`config.mk`:
```
export PLATFORM = sky130hd
export DESIGN_NAME = dmem_master
export DESIGN_NICKNAME = d
export VERILOG_FILES = /design/src/rtl/dmem_pkg.sv /design/src/rtl/dmem_lane_align.sv /design/src/rtl/dmem_master.sv
export SDC_FILE = /design/constraint.sdc
export NUM_CORES = 1
export LEC_CHECK = 0
export BUFFER_PORTS_ARGS = -buffer_cell sky130_fd_sc_hd__buf_2
export CAP_MARGIN = 20
export CORE_ASPECT_RATIO = 1.2
export CORE_MARGIN = 2
export CORE_UTILIZATION = 35
export CTS_CLUSTER_SIZE = 10
export DETAILED_ROUTE_END_ITERATION = 8
export SYNTH_ARGS = -nofsm -noshare
export SYNTH_HDL_FRONTEND = slang
export SYNTH_SLANG_ARGS = --single-unit
```
`constraint.sdc`:
```
create_clock -name clk -period 2.13 [get_ports clk]
set_clock_uncertainty 0.2 [all_clocks]
set_input_delay 0.1065 -clock clk [delete_from_list [all_inputs] [get_ports clk]]
set_output_delay 0.1065 -clock clk [all_outputs]
set_load 0.02 [all_outputs]
```
`src/rtl/dmem_pkg.sv`:
```
// Shared definitions for the data-memory master: access sizes, FSM states,
// data width and the alignment rule.
package dmem_pkg;

    localparam int DATA_W = 32;

    localparam logic [1:0] SIZE_B = 2'b00;
    localparam logic [1:0] SIZE_H = 2'b01;
    localparam logic [1:0] SIZE_W = 2'b10;

    typedef enum logic [1:0] {
        IDLE = 2'b00,
        RD   = 2'b01,
        WR   = 2'b10,
        RSP  = 2'b11
    } state_e;

    // Expects a normalised size (reserved 2'b11 already folded to SIZE_W).
    function automatic logic misaligned(input logic [1:0] size, input logic [1:0] lo);
        logic bad;
        bad = 1'b0;
        case (size)
            SIZE_H:  bad = lo[0];
            SIZE_W:  bad = (lo != 2'b00);
            default: bad = 1'b0;
        endcase
        return bad;
    endfunction

endpackage

```
`src/rtl/dmem_lane_align.sv`:
```
// Little-endian lane logic: extracts and extends a loaded lane, and merges
// store data into a word read from memory.
module dmem_lane_align
    import dmem_pkg::*;
(
    input  logic [1:0]        size,
    input  logic [1:0]        lane,
    input  logic              sext,
    input  logic [DATA_W-1:0] rd_word,
    input  logic [DATA_W-1:0] wr_data,
    output logic [DATA_W-1:0] load_data,
    output logic [DATA_W-1:0] merged_word
);

    logic [DATA_W-1:0] shifted;

    always_comb begin
        shifted     = rd_word >> {lane, 3'b000};
        load_data   = shifted;
        merged_word = wr_data;
        case (size)
            SIZE_B: begin
                load_data = {{24{sext & shifted[7]}}, shifted[7:0]};
                merged_word = rd_word;
                merged_word[{lane, 3'b000} +: 8] = wr_data[7:0];
            end
            SIZE_H: begin
                load_data = {{16{sext & shifted[15]}}, shifted[15:0]};
                merged_word = rd_word;
                merged_word[{lane[1], 4'b0000} +: 16] = wr_data[15:0];
            end
            default: begin
                load_data   = rd_word;
                merged_word = wr_data;
            end
        endcase
    end

endmodule

```
`src/rtl/dmem_master.sv`:
```
// CPU-side load/store master for a single-port, combinational-read data memory.
// Sub-word stores are done as a read-modify-write with a single full-word write.
module dmem_master
    import dmem_pkg::*;
(
    input  logic              clk,
    input  logic              rst_n,
    input  logic              req_valid,
    output logic              req_ready,
    input  logic              req_write,
    input  logic [1:0]        req_size,
    input  logic              req_signed,
    input  logic [31:0]       req_addr,
    input  logic [DATA_W-1:0] req_wr_data,
    output logic              rsp_valid,
    input  logic              rsp_ready,
    output logic [DATA_W-1:0] rsp_data,
    output logic              rsp_err,
    output logic              dmem_read,
    output logic              dmem_write,
    output logic [31:0]       dmem_addr,
    output logic [DATA_W-1:0] dmem_wr_data,
    input  logic [DATA_W-1:0] dmem_rd_data,
    output state_e            state
);

    // Handshakes: a request transfers when req_valid && req_ready at a rising
    // clk edge; a response transfers when rsp_valid && rsp_ready at a rising
    // edge, and rsp_valid/rsp_data/rsp_err hold until then.

    state_e            state_q, state_d;
    logic              write_q;
    logic [1:0]        size_q;
    logic              signed_q;
    logic [31:0]       addr_q;
    logic [DATA_W-1:0] wdata_q;
    logic [DATA_W-1:0] wr_word_q;
    logic [DATA_W-1:0] rsp_data_q;
    logic              rsp_err_q;

    logic [1:0]        size_norm;
    logic              req_bad;
    logic              accept;
    logic [DATA_W-1:0] load_data;
    logic [DATA_W-1:0] merged_word;

    assign size_norm = (req_size == 2'b11) ? SIZE_W : req_size;
    assign req_bad   = misaligned(size_norm, req_addr[1:0]);
    assign accept    = req_valid && req_ready;
    assign state     = state_q;

    dmem_lane_align u_lane_align (
        .size        (size_q),
        .lane        (addr_q[1:0]),
        .sext        (signed_q),
        .rd_word     (dmem_rd_data),
        .wr_data     (wdata_q),
        .load_data   (load_data),
        .merged_word (merged_word)
    );

    always_ff @(posedge clk or negedge rst_n) begin
        if (!rst_n) begin
            state_q <= IDLE;
        end else begin
            state_q <= state_d;
        end
    end

    always_comb begin
        state_d      = state_q;
        req_ready    = 1'b0;
        rsp_valid    = 1'b0;
        dmem_read    = 1'b0;
        dmem_write   = 1'b0;
        dmem_addr    = '0;
        dmem_wr_data = '0;
        rsp_data     = '0;
        rsp_err      = 1'b0;
        case (state_q)
            IDLE: begin
                req_ready = 1'b1;
                if (req_valid) begin
                    if (req_bad) begin
                        state_d = RSP;
                    end else if (req_write && size_norm == SIZE_W) begin
                        state_d = WR;
                    end else begin
                        state_d = RD;
                    end
                end
            end
            RD: begin
                dmem_read = 1'b1;
                dmem_addr = {2'b00, addr_q[31:2]};
                state_d   = write_q ? WR : RSP;
            end
            WR: begin
                dmem_write   = 1'b1;
                dmem_addr    = {2'b00, addr_q[31:2]};
                dmem_wr_data = wr_word_q;
                state_d      = RSP;
            end
            RSP: begin
                rsp_valid = 1'b1;
                rsp_data  = rsp_data_q;
                rsp_err   = rsp_err_q;
                if (rsp_ready) begin
                    state_d = IDLE;
                end
            end
            default: state_d = IDLE;
        endcase
    end

    // Word stores take their write word straight from the request; sub-word
    // stores overwrite it with the merged word at the end of RD.
    always_ff @(posedge clk or negedge rst_n) begin
        if (!rst_n) begin
            write_q    <= 1'b0;
            size_q     <= SIZE_W;
            signed_q   <= 1'b0;
            addr_q     <= '0;
            wdata_q    <= '0;
            wr_word_q  <= '0;
            rsp_data_q <= '0;
            rsp_err_q  <= 1'b0;
        end else if (accept) begin
            write_q    <= req_write;
            size_q     <= size_norm;
            signed_q   <= req_signed;
            addr_q     <= req_addr;
            wdata_q    <= req_wr_data;
            wr_word_q  <= req_wr_data;
            rsp_data_q <= '0;
            rsp_err_q  <= req_bad;
        end else if (state_q == RD) begin
            if (write_q) begin
                wr_word_q <= merged_word;
            end else begin
                rsp_data_q <= load_data;
            end
        end
    end

endmodule

```
==> results.json, run 1 <==
{
  "finalNetCount": 1278,
  "cts_tree": "yes",
  "ys_ff_latch": 135,
  "antenna_cells": 0,
  "drv_slew": 0,
  "drt_iter0_markers": 556,
  "yosysWarnings": 0,
  "wire_per_inst_um": 18.6,
  "synth-edff-count": 0,
  "fillerInstances": 1993,
  "cp-end-kind": "register",
  "multi_input_area_um2": 3810,
  "antenna_found_initial": 0,
  "globalplace.congestion": 0.974,
  "antenna_left": 0,
  "status": "finished clean",
  "gr-usage-met3_pct": 5.43,
  "design_area_um2": 10600,
  "dp.cells": 1308,
  "maxCapViolations": 0,
  "first_global_vias": 7362,
  "clkSlewWorstSetupHoldPaths_ns": 0.06,
  "initial_core_util_pct": 35.7,
  "layout.cells.non_filler": 1448,
  "num_vias": 7592,
  "die_w_um": 137,
  "cp.arrival_ns": 2.17,
  "first_pass_iters": 5,
  "crit_path_start_kind": "register",
  "yosys.cell_types.count": 57,
  "track_usage_pct": 24.0,
  "crit_type": "register to register",
  "setup_viol": 0,
  "die_h_um": 164,
  "clk_latency_ns": 0.43,
  "syn2layout_area_growth_pct": 42.7,
  "grt-busiest-layer": "met2",
  "relSlewSlack_pct": 54.5,
  "async_flop_share_pct": 100,
  "timing.fmax_mhz": 478,
  "worstPathRequired_ns": 2.21,
  "tightest_slew_ns": 0.681,
  "grt_overflow": 0,
  "cts_buffer_depth": 2,
  "use_met2_pct": 38.6,
  "dp_hpwl_um": 18700,
  "hold_class": "primary input to asynchronous set/reset pin",
  "crit_path_max_fanout": 16,
  "grt_pass1_wl_um": 40900,
  "fin_crit_sh_pct": 98.3,
  "fin_crit_ns": 2.09,
  "p_leak_nw": 5.23,
  "regArea_um2": 3380,
  "syn_area_um2": 7450,
  "rows": 58,
  "drt-total-wl_um": 26900,
  "power_density_nw_per_um2": 1460,
  "ys_seq_area_share_pct": 45.3,
  "via_per_inst": 5.24,
  "portBuffers": 204,
  "h-tree-depth": 4,
  "placed_area_um2": 8910,
  "syn_area_per_cell_um2": 8.67,
  "grt_max_degree": 61,
  "drive_gt1_share_pct": 26.6,
  "setup-tns-final_ns": 0,
  "hold_violations": 0,
  "use_met1_pct": 30.4,
  "cts_inserted_buffers": 17,
  "ir_drop_mv": 0.834,
  "synthFlopType": "dfrtp_1",
  "cts_sinks": 135,
  "dieArea_um2": 22500,
  "ios": 207,
  "drc_errors": 0,
  "postSynthCellCount": 860,
  "coreArea_um2": 20900,
  "root_buffer": "clkbuf_16"
}
-- worst paths after layout --
path                                     from       endpoint  cells after the start  slack (ns)
worst min register to register  rsp_data_q[3]  rsp_data_q[3]                      2        0.26
max in group asynchronous               rst_n     addr_q[30]                      3        1.37
worst max-delay path                addr_q[1]  wr_word_q[24]                      5        0.04
worst max register to register      addr_q[1]  wr_word_q[24]                      5        0.04
min in group clk                 req_addr[21]     addr_q[21]                      4        0.19
worst min-delay path                    rst_n     addr_q[18]                      3        0.05
-- sequential cells by signal, summed over array words and instances, names as in the netlist --
| name | count |
|---|---|
| addr_q | 32 |
| rsp_data_q | 32 |
| size_q | 2 |
| signed_q | 1 |
| wdata_q | 32 |
| wr_word_q | 32 |
| write_q | 1 |
| state | 2 |
| rsp_err_q | 1 |
-- cells in the final DEF, fill, tap and decap left out, types with 7 or more instances in the layout --
cell type      netlist  layout
buf_2               21     203
nor2_1              10       9
a22oi_1             33      33
o21ai_1             18      18
a221oi_1            21      17
mux2i_1             12      12
nand3_1             11      11
nand2b_1            13      13
nand2_1            245     244
o2111ai_1            8       8
and2_1              98      97
o21ai_0             46      46
a31oi_1              8       8
o22ai_1              7       7
a21oi_1             30      30
clkbuf_16            0      17
buf_4                3      32
dfrtp_1            134     133
a2bb2oi_1           10      10
buf_12               0       9
o211ai_1            12      12
dlygate4sd3_1        0     105
-- Yosys cell counts (3+ instances only) --
cell	number	area [um2]
o2111ai_1	8	70.1
inv_1	6	22.5
mux2i_1	12	120
and3_1	3	18.8
a22oi_1	33	248
nor3_1	3	15.0
buf_2	21	105
nand2b_1	13	81.3
a31oi_1	8	50.1
buf_1	7	26.3
a222oi_1	3	30.0
nand4_1	5	31.3
nand3_1	11	55.1
mux2_2	4	45.0
nor2b_1	5	31.3
buf_4	3	22.5
a2bb2oi_1	10	87.6
o21ai_1	18	90.1
a221oi_1	21	184
clkbuf_1	32	120
nor2_1	10	37.5
o21ai_0	46	230
nand2_1	245	920
a21oi_1	30	150
buf_6	4	45.0
o2bb2ai_1	4	35.0
dfrtp_1	134	3350
ha_1	9	113
o22ai_1	7	43.8
and2_1	98	613
o221ai_1	6	52.6
o211ai_1	12	90.1
-- layer usage --
layer  share of wire, %  up-vias  wire [um]
li1                   -     3599          -
met1                 41     3628      11200
met2                 48      305      12900
met3                6.1       60       1660
met4                4.5        0       1210
met5                  0        -          0
-- critical path: stages, from the launching register on --
cell and delay, ns:
dfrtp_1 0.38, buf_6 0.18, ha_2 0.21, and3b_2 0.26, a222oi_1 0.57, a22oi_1 0.14
-- stage by stage --
stage	hold WS, ns	total power, mW	worst slack [ns]	util, %
6_report	0.0498	15.5	0.0366	50.9
5_1_grt	0.0681	16.6	-0.0130	50.9
4_1_cts	0.0438	15.3	0.00531	50.6
3_5_place_dp	-0.137	12.1	-0.0486	42.6
3_3_place_gp	-0.150	12.0	-0.0858	42.6
2_1_floorplan	-0.389	9.52	0.0402	-
-- kinds of logic (layout without fill, tap and decap cells) --
kind of cell             after synthesis  count (layout)  synth area share (%)
AND/OR/NAND/NOR                      410             410                  26.3
AO/OA/AOI/OAI                        213             213                  19.4
flip-flops                           135             135                  45.3
buffers and inverters                 74             391                  4.63
multiplexers                          18              18                  2.70
adder cells (fa/ha/maj)                9               9                  1.51
other                                  1               2                0.0503
-- timing repair --
item                                    CTS  global route
pin swaps                                 2             4
cloned                                    0             0
hold endpoints to repair                268             0
hold buffers                            106             0
endpoints found under the setup margin   32            98
buffers inserted                          0             2
gates resized for setup                   4             8
-- area by class of cell --
class                      instances  area share, %
clock inverter                    13           1.15
timing repair buffer             352           23.7
clock buffer                      19           4.16
multi-input combinational        652           35.8
inverter                           7          0.247
sequential                       135           31.8
tap                              270           3.18
-- report_power, final --
group / total, mW / internal (mW) / switching [mW]
combinational: 8.06 / 3.22 / 4.83
sequential: 4.56 / 3.70 / 0.860
clock: 2.87 / 1.65 / 1.22
Power figures use the tool's default switching activity.
==> inputs of run 2 (changes only) <==
Settings changed: CORE_MARGIN 2 to unset, PLACE_DENSITY set to 0.64.
==> results.json, run 2 (synthesis results as in run 1) <==
{
  "dieArea_um2": 21900,
  "tightest_slew_ns": 0.653,
  "crit_chain": "inv_2 -> ha_1 -> buf_4 -> nor4_1 -> and3_1 -> a221oi_2 -> a22oi_1",
  "via_per_inst": 5.27,
  "drt-total-wl_um": 26800,
  "crit_path_max_fanout": 5,
  "timing.fmax_mhz": 482,
  "ios": 207,
  "total_power_mw": 15.9,
  "intPower_mw": 8.79,
  "root_buffer": "clkbuf_16",
  "dp.cells": 1310,
  "cpMaxStageDelayCell": "dfrtp_1",
  "worstPathRequired_ns": 2.23,
  "die_w_um": 135,
  "die_h_um": 162,
  "post-place-ws_ns": -0.193,
  "finalNetCount": 1279,
  "drt_iter0_markers": 644,
  "h-tree-depth": 4,
  "drv_slew": 0,
  "fin_crit_ns": 2.07,
  "dp_hpwl_um": 18100,
  "antenna_left": 0,
  "drive_gt1_share_pct": 27.2,
  "first_global_vias": 7492,
  "hold_class": "primary input to asynchronous set/reset pin",
  "ir_drop_mv": 0.630,
  "num_vias": 7631,
  "cts_tree": "yes",
  "power_frac_clock_pct": 19.5,
  "cts_sinks": 135,
  "rows": 58,
  "initial_core_util_pct": 35.7,
  "switchingPower_mw": 7.10,
  "worst_slack_ns": 0.0554,
  "crit_type": "register to register",
  "cts_inserted_buffers": 17,
  "clkSlewWorstSetupHoldPaths_ns": 0.06,
  "p_leak_nw": 5.28,
  "drc_errors": 0,
  "wire_per_inst_um": 18.5,
  "track_usage_pct": 24.4,
  "combinationalPowerShare_pct": 51.8,
  "fillerInstances": 1953,
  "fin_crit_sh_pct": 97.4,
  "grt_pass1_wl_um": 40700,
  "cts_buffer_depth": 2,
  "antenna_found_initial": 0,
  "final_common_cell": "nand2_1",
  "portBuffers": 204,
  "relSlewSlack_pct": 56.4,
  "holdWs_ns": 0.0156,
  "critPathBufInv": 2,
  "first_pass_iters": 5,
  "final_cell_mix": "244 x nand2_1, 203 x buf_2, 134 x dfrtp_1",
  "cp.arrival_ns": 2.18,
  "layout.cells.non_filler": 1449,
  "clk_latency_ns": 0.44,
  "p_sw_share_pct": 44.7,
  "maxCapViolations": 0,
  "globalplace.congestion": 0.917,
  "crit_path_start_kind": "register",
  "pwr-share-seq_pct": 28.8,
  "slowest_delay_ns": 0.41,
  "grt_overflow": 0,
  "cp-end-kind": "register",
  "antenna_cells": 0,
  "coreArea_um2": 20900,
  "hold_violations": 0,
  "syn2layout_area_growth_pct": 44.6,
  "setup_viol": 0,
  "status": "finished clean",
  "power_density_nw_per_um2": 1470,
  "grt_max_degree": 57,
  "fin_util_pct": 51.6,
  "crit_family": "compound AO/OA/AOI/OAI gates"
}
run 2: cell types whose count changed in the layout (fill, tap and decap cells not counted), sizes merged:
cell / previous run / this run
buf: 247 / 246
clkinvlp: 4 / 2
bufinv: 1 / 2
inv: 10 / 17
clkinv: 5 / 1
run 2: power groups by stage:
stage / clock (mW) / combinational, mW / sequential [mW]
2_1_floorplan: 0 / 5.28 / 4.24
3_3_place_gp: 0 / 7.47 / 4.55
3_5_place_dp: 0 / 7.57 / 4.53
4_1_cts: 3.13 / 7.84 / 4.52
5_1_grt: 3.26 / 8.98 / 4.67
6_report: 3.09 / 8.23 / 4.57
run 2: stage by stage:
stage | instance area (um2) | setup TNS, ns
global route | 10800 | -0.0101
finish | 10800 | 0
detailed placement | 8890 | -3.74
floorplan | 7460 | 0
global placement | 8890 | -1.67
CTS | 10600 | -0.113
run 2: area by class of cell:
cell class	count	area, um2	share of cell area, %
Clock buffer	17	425	3.95
Clock inverter	15	181	1.68
Inverter	7	26.3	0.244
Multi-Input combinational cell	652	3880	36.0
Sequential cell	135	3380	31.4
Tap cell	270	338	3.13
Timing Repair Buffer	353	2550	23.7
run 2: worst paths after layout:
check	startpoint	endpoint	slack, ns	depth (start not counted)
worst max register to register	addr_q[1]	wr_word_q[23]	0.06	7
max in group asynchronous	rst_n	wr_word_q[11]	1.01	3
worst min register to register	rsp_data_q[0]	rsp_data_q[0]	0.27	2
worst max-delay path	addr_q[1]	wr_word_q[23]	0.06	7
worst min-delay path	rst_n	rsp_data_q[25]	0.02	2
min in group clk	req_addr[19]	addr_q[19]	0.19	4
run 2: layer usage:
layer / GRT usage [%] / part of all wire [%] / routed length (um) / vias to the layer above
met2: 40.0 / 49 / 13100 / 321
met5: 0 / 0 / 0 / -
li1: - / - / - / 3614
met3: 4.28 / 5.7 / 1540 / 74
met1: 30.2 / 41 / 11000 / 3622
met4: 13.9 / 4.4 / 1180 / 0
run 2: timing repair:
| item | CTS | global route |
|---|---|---|
| endpoints found under the setup margin | 126 | 112 |
| endpoints found under the hold margin | 270 | 0 |
| hold buffers | 105 | 0 |
| gates resized for setup | 10 | 25 |
| gates cloned | 0 | 2 |
| pin swaps | 0 | 3 |
| setup buffers | 0 | 0 |
==> inputs of run 3 (changes only) <==
Settings changed: PLACE_DENSITY 0.64 to 0.61.
==> results.json, run 3 (synthesis results as in run 1) <==
{
  "status": "finished clean",
  "drc_errors": 0,
  "clk_latency_ns": 0.43,
  "tightest_slew_ns": 0.534,
  "grt_overflow": 0,
  "num_vias": 7606,
  "die_w_um": 135,
  "ir_drop_mv": 0.773,
  "hold_class": "primary input to register",
  "globalplace.congestion": 0.946,
  "cp.arrival_ns": 2.17,
  "fin_crit_ns": 2.08,
  "antenna_left": 0,
  "setup_viol": 0,
  "first_global_vias": 7580,
  "coreArea_um2": 20900,
  "cts_tree": "yes",
  "layout.cells.non_filler": 1452,
  "final_common_cell": "nand2_1",
  "drt-total-wl_um": 26800,
  "first_pass_iters": 7,
  "drt_iter0_markers": 606,
  "cts_buffer_depth": 2,
  "root_buffer": "clkbuf_16",
  "dp_hpwl_um": 18500,
  "worst_slack_ns": 0.0496,
  "ios": 207,
  "clkSlewWorstSetupHoldPaths_ns": 0.07,
  "design_area_um2": 10700,
  "maxCapViolations": 0,
  "final_cell_mix": "243 x nand2_1, 203 x buf_2, 133 x dfrtp_1",
  "power_density_nw_per_um2": 1440,
  "crit_chain": "inv_2 -> ha_1 -> nor4b_1 -> and3b_2 -> a222oi_1 -> a22oi_1",
  "cp-end-kind": "register",
  "dieArea_um2": 21900,
  "p_leak_nw": 5.25,
  "worstPathRequired_ns": 2.22,
  "timing.fmax_mhz": 481,
  "grt_max_degree": 55,
  "initial_core_util_pct": 35.7,
  "grt_pass1_wl_um": 41400,
  "crit_path_start_kind": "register",
  "cpMaxStageDelayCell": "a222oi_1",
  "post-place-ws_ns": -0.0775,
  "die_h_um": 162,
  "fin_crit_sh_pct": 97.7,
  "hold_violations": 0,
  "h-tree-depth": 4,
  "antenna_found_initial": 1,
  "crit_type": "register to register",
  "drive_gt1_share_pct": 27.3,
  "hold_path_depth": 4,
  "rows": 58,
  "wire_per_inst_um": 18.5,
  "via_per_inst": 5.24,
  "relSlewSlack_pct": 64.4,
  "finalNetCount": 1282,
  "antenna_cells": 0,
  "dp.cells": 1310,
  "portBuffers": 204,
  "syn2layout_area_growth_pct": 44.1,
  "placed_area_um2": 8890,
  "cts_inserted_buffers": 17,
  "crit_path_max_fanout": 6,
  "cts_sinks": 135,
  "track_usage_pct": 24.7,
  "holdWs_ns": 0.198,
  "drv_slew": 0,
  "reg2regPathDepth": 6,
  "slowest_delay_ns": 0.46,
  "setup-tns-final_ns": 0
}
[run 3: worst max-delay path: cells and delay by family, from the launching register on]
family                     cells  cell delay, ns
adders and majority gates      1            0.22
AOI/OAI and AO/OA              2            0.57
and+or+nand+nor                2            0.37
DFF                            1            0.45
buffers and inverters          1            0.13
[run 3: what timing repair did]
item	in CTS	in global routing
gates cloned	0	2
resized for setup	3	28
hold buffers	107	0
setup buffers	0	1
pin swaps	0	3
setup endpoints to repair	37	123
hold endpoints to repair	269	0
[run 3: path summary, 6_finish.rpt]
path	slack, ns	startpoint	end
max	0.05	addr_q[1]	wr_word_q[29]
min	0.20	req_addr[5]	addr_q[5]
max reg2reg	0.05	addr_q[1]	wr_word_q[29]
min reg2reg	0.26	rsp_data_q[1]	rsp_data_q[1]
max in group asynchronous	0.69	rst_n	wdata_q[5]
min in group asynchronous	0.43	rst_n	addr_q[24]
[run 3: report_power, final]
group / switching (mW) / internal, mW
registers: 0.882 / 3.70
clock network: 1.26 / 1.53
logic: 4.84 / 3.30
total: 6.98 / 8.53
[run 3: metrics by stage]
step / util, % / total power, mW
3_5_place_dp: 42.6 / 12.1
6_report: 51.4 / 15.5
3_3_place_gp: 42.6 / 12.0
2_1_floorplan: - / 9.52
5_1_grt: 51.4 / 16.6
4_1_cts: 50.5 / 15.2
[run 3: per-layer routing]
layer  track usage (%)  share of wire, %  wire length [um]
met4              9.86               3.1               843
met5                 0                 0                 0
met2              41.2                49             13200
met3              4.59               6.8              1830
met1              31.4                41             11000
[run 3: cell type report]
cell class / count / area, um2
multi-input cells: 652 / 3850
repair buffers: 356 / 2590
clock buffers: 17 / 425
flip-flops and latches: 135 / 3380
well taps: 270 / 338
inverters: 7 / 26.3
fillers: 1973 / 10200
clock inverters: 15 / 133
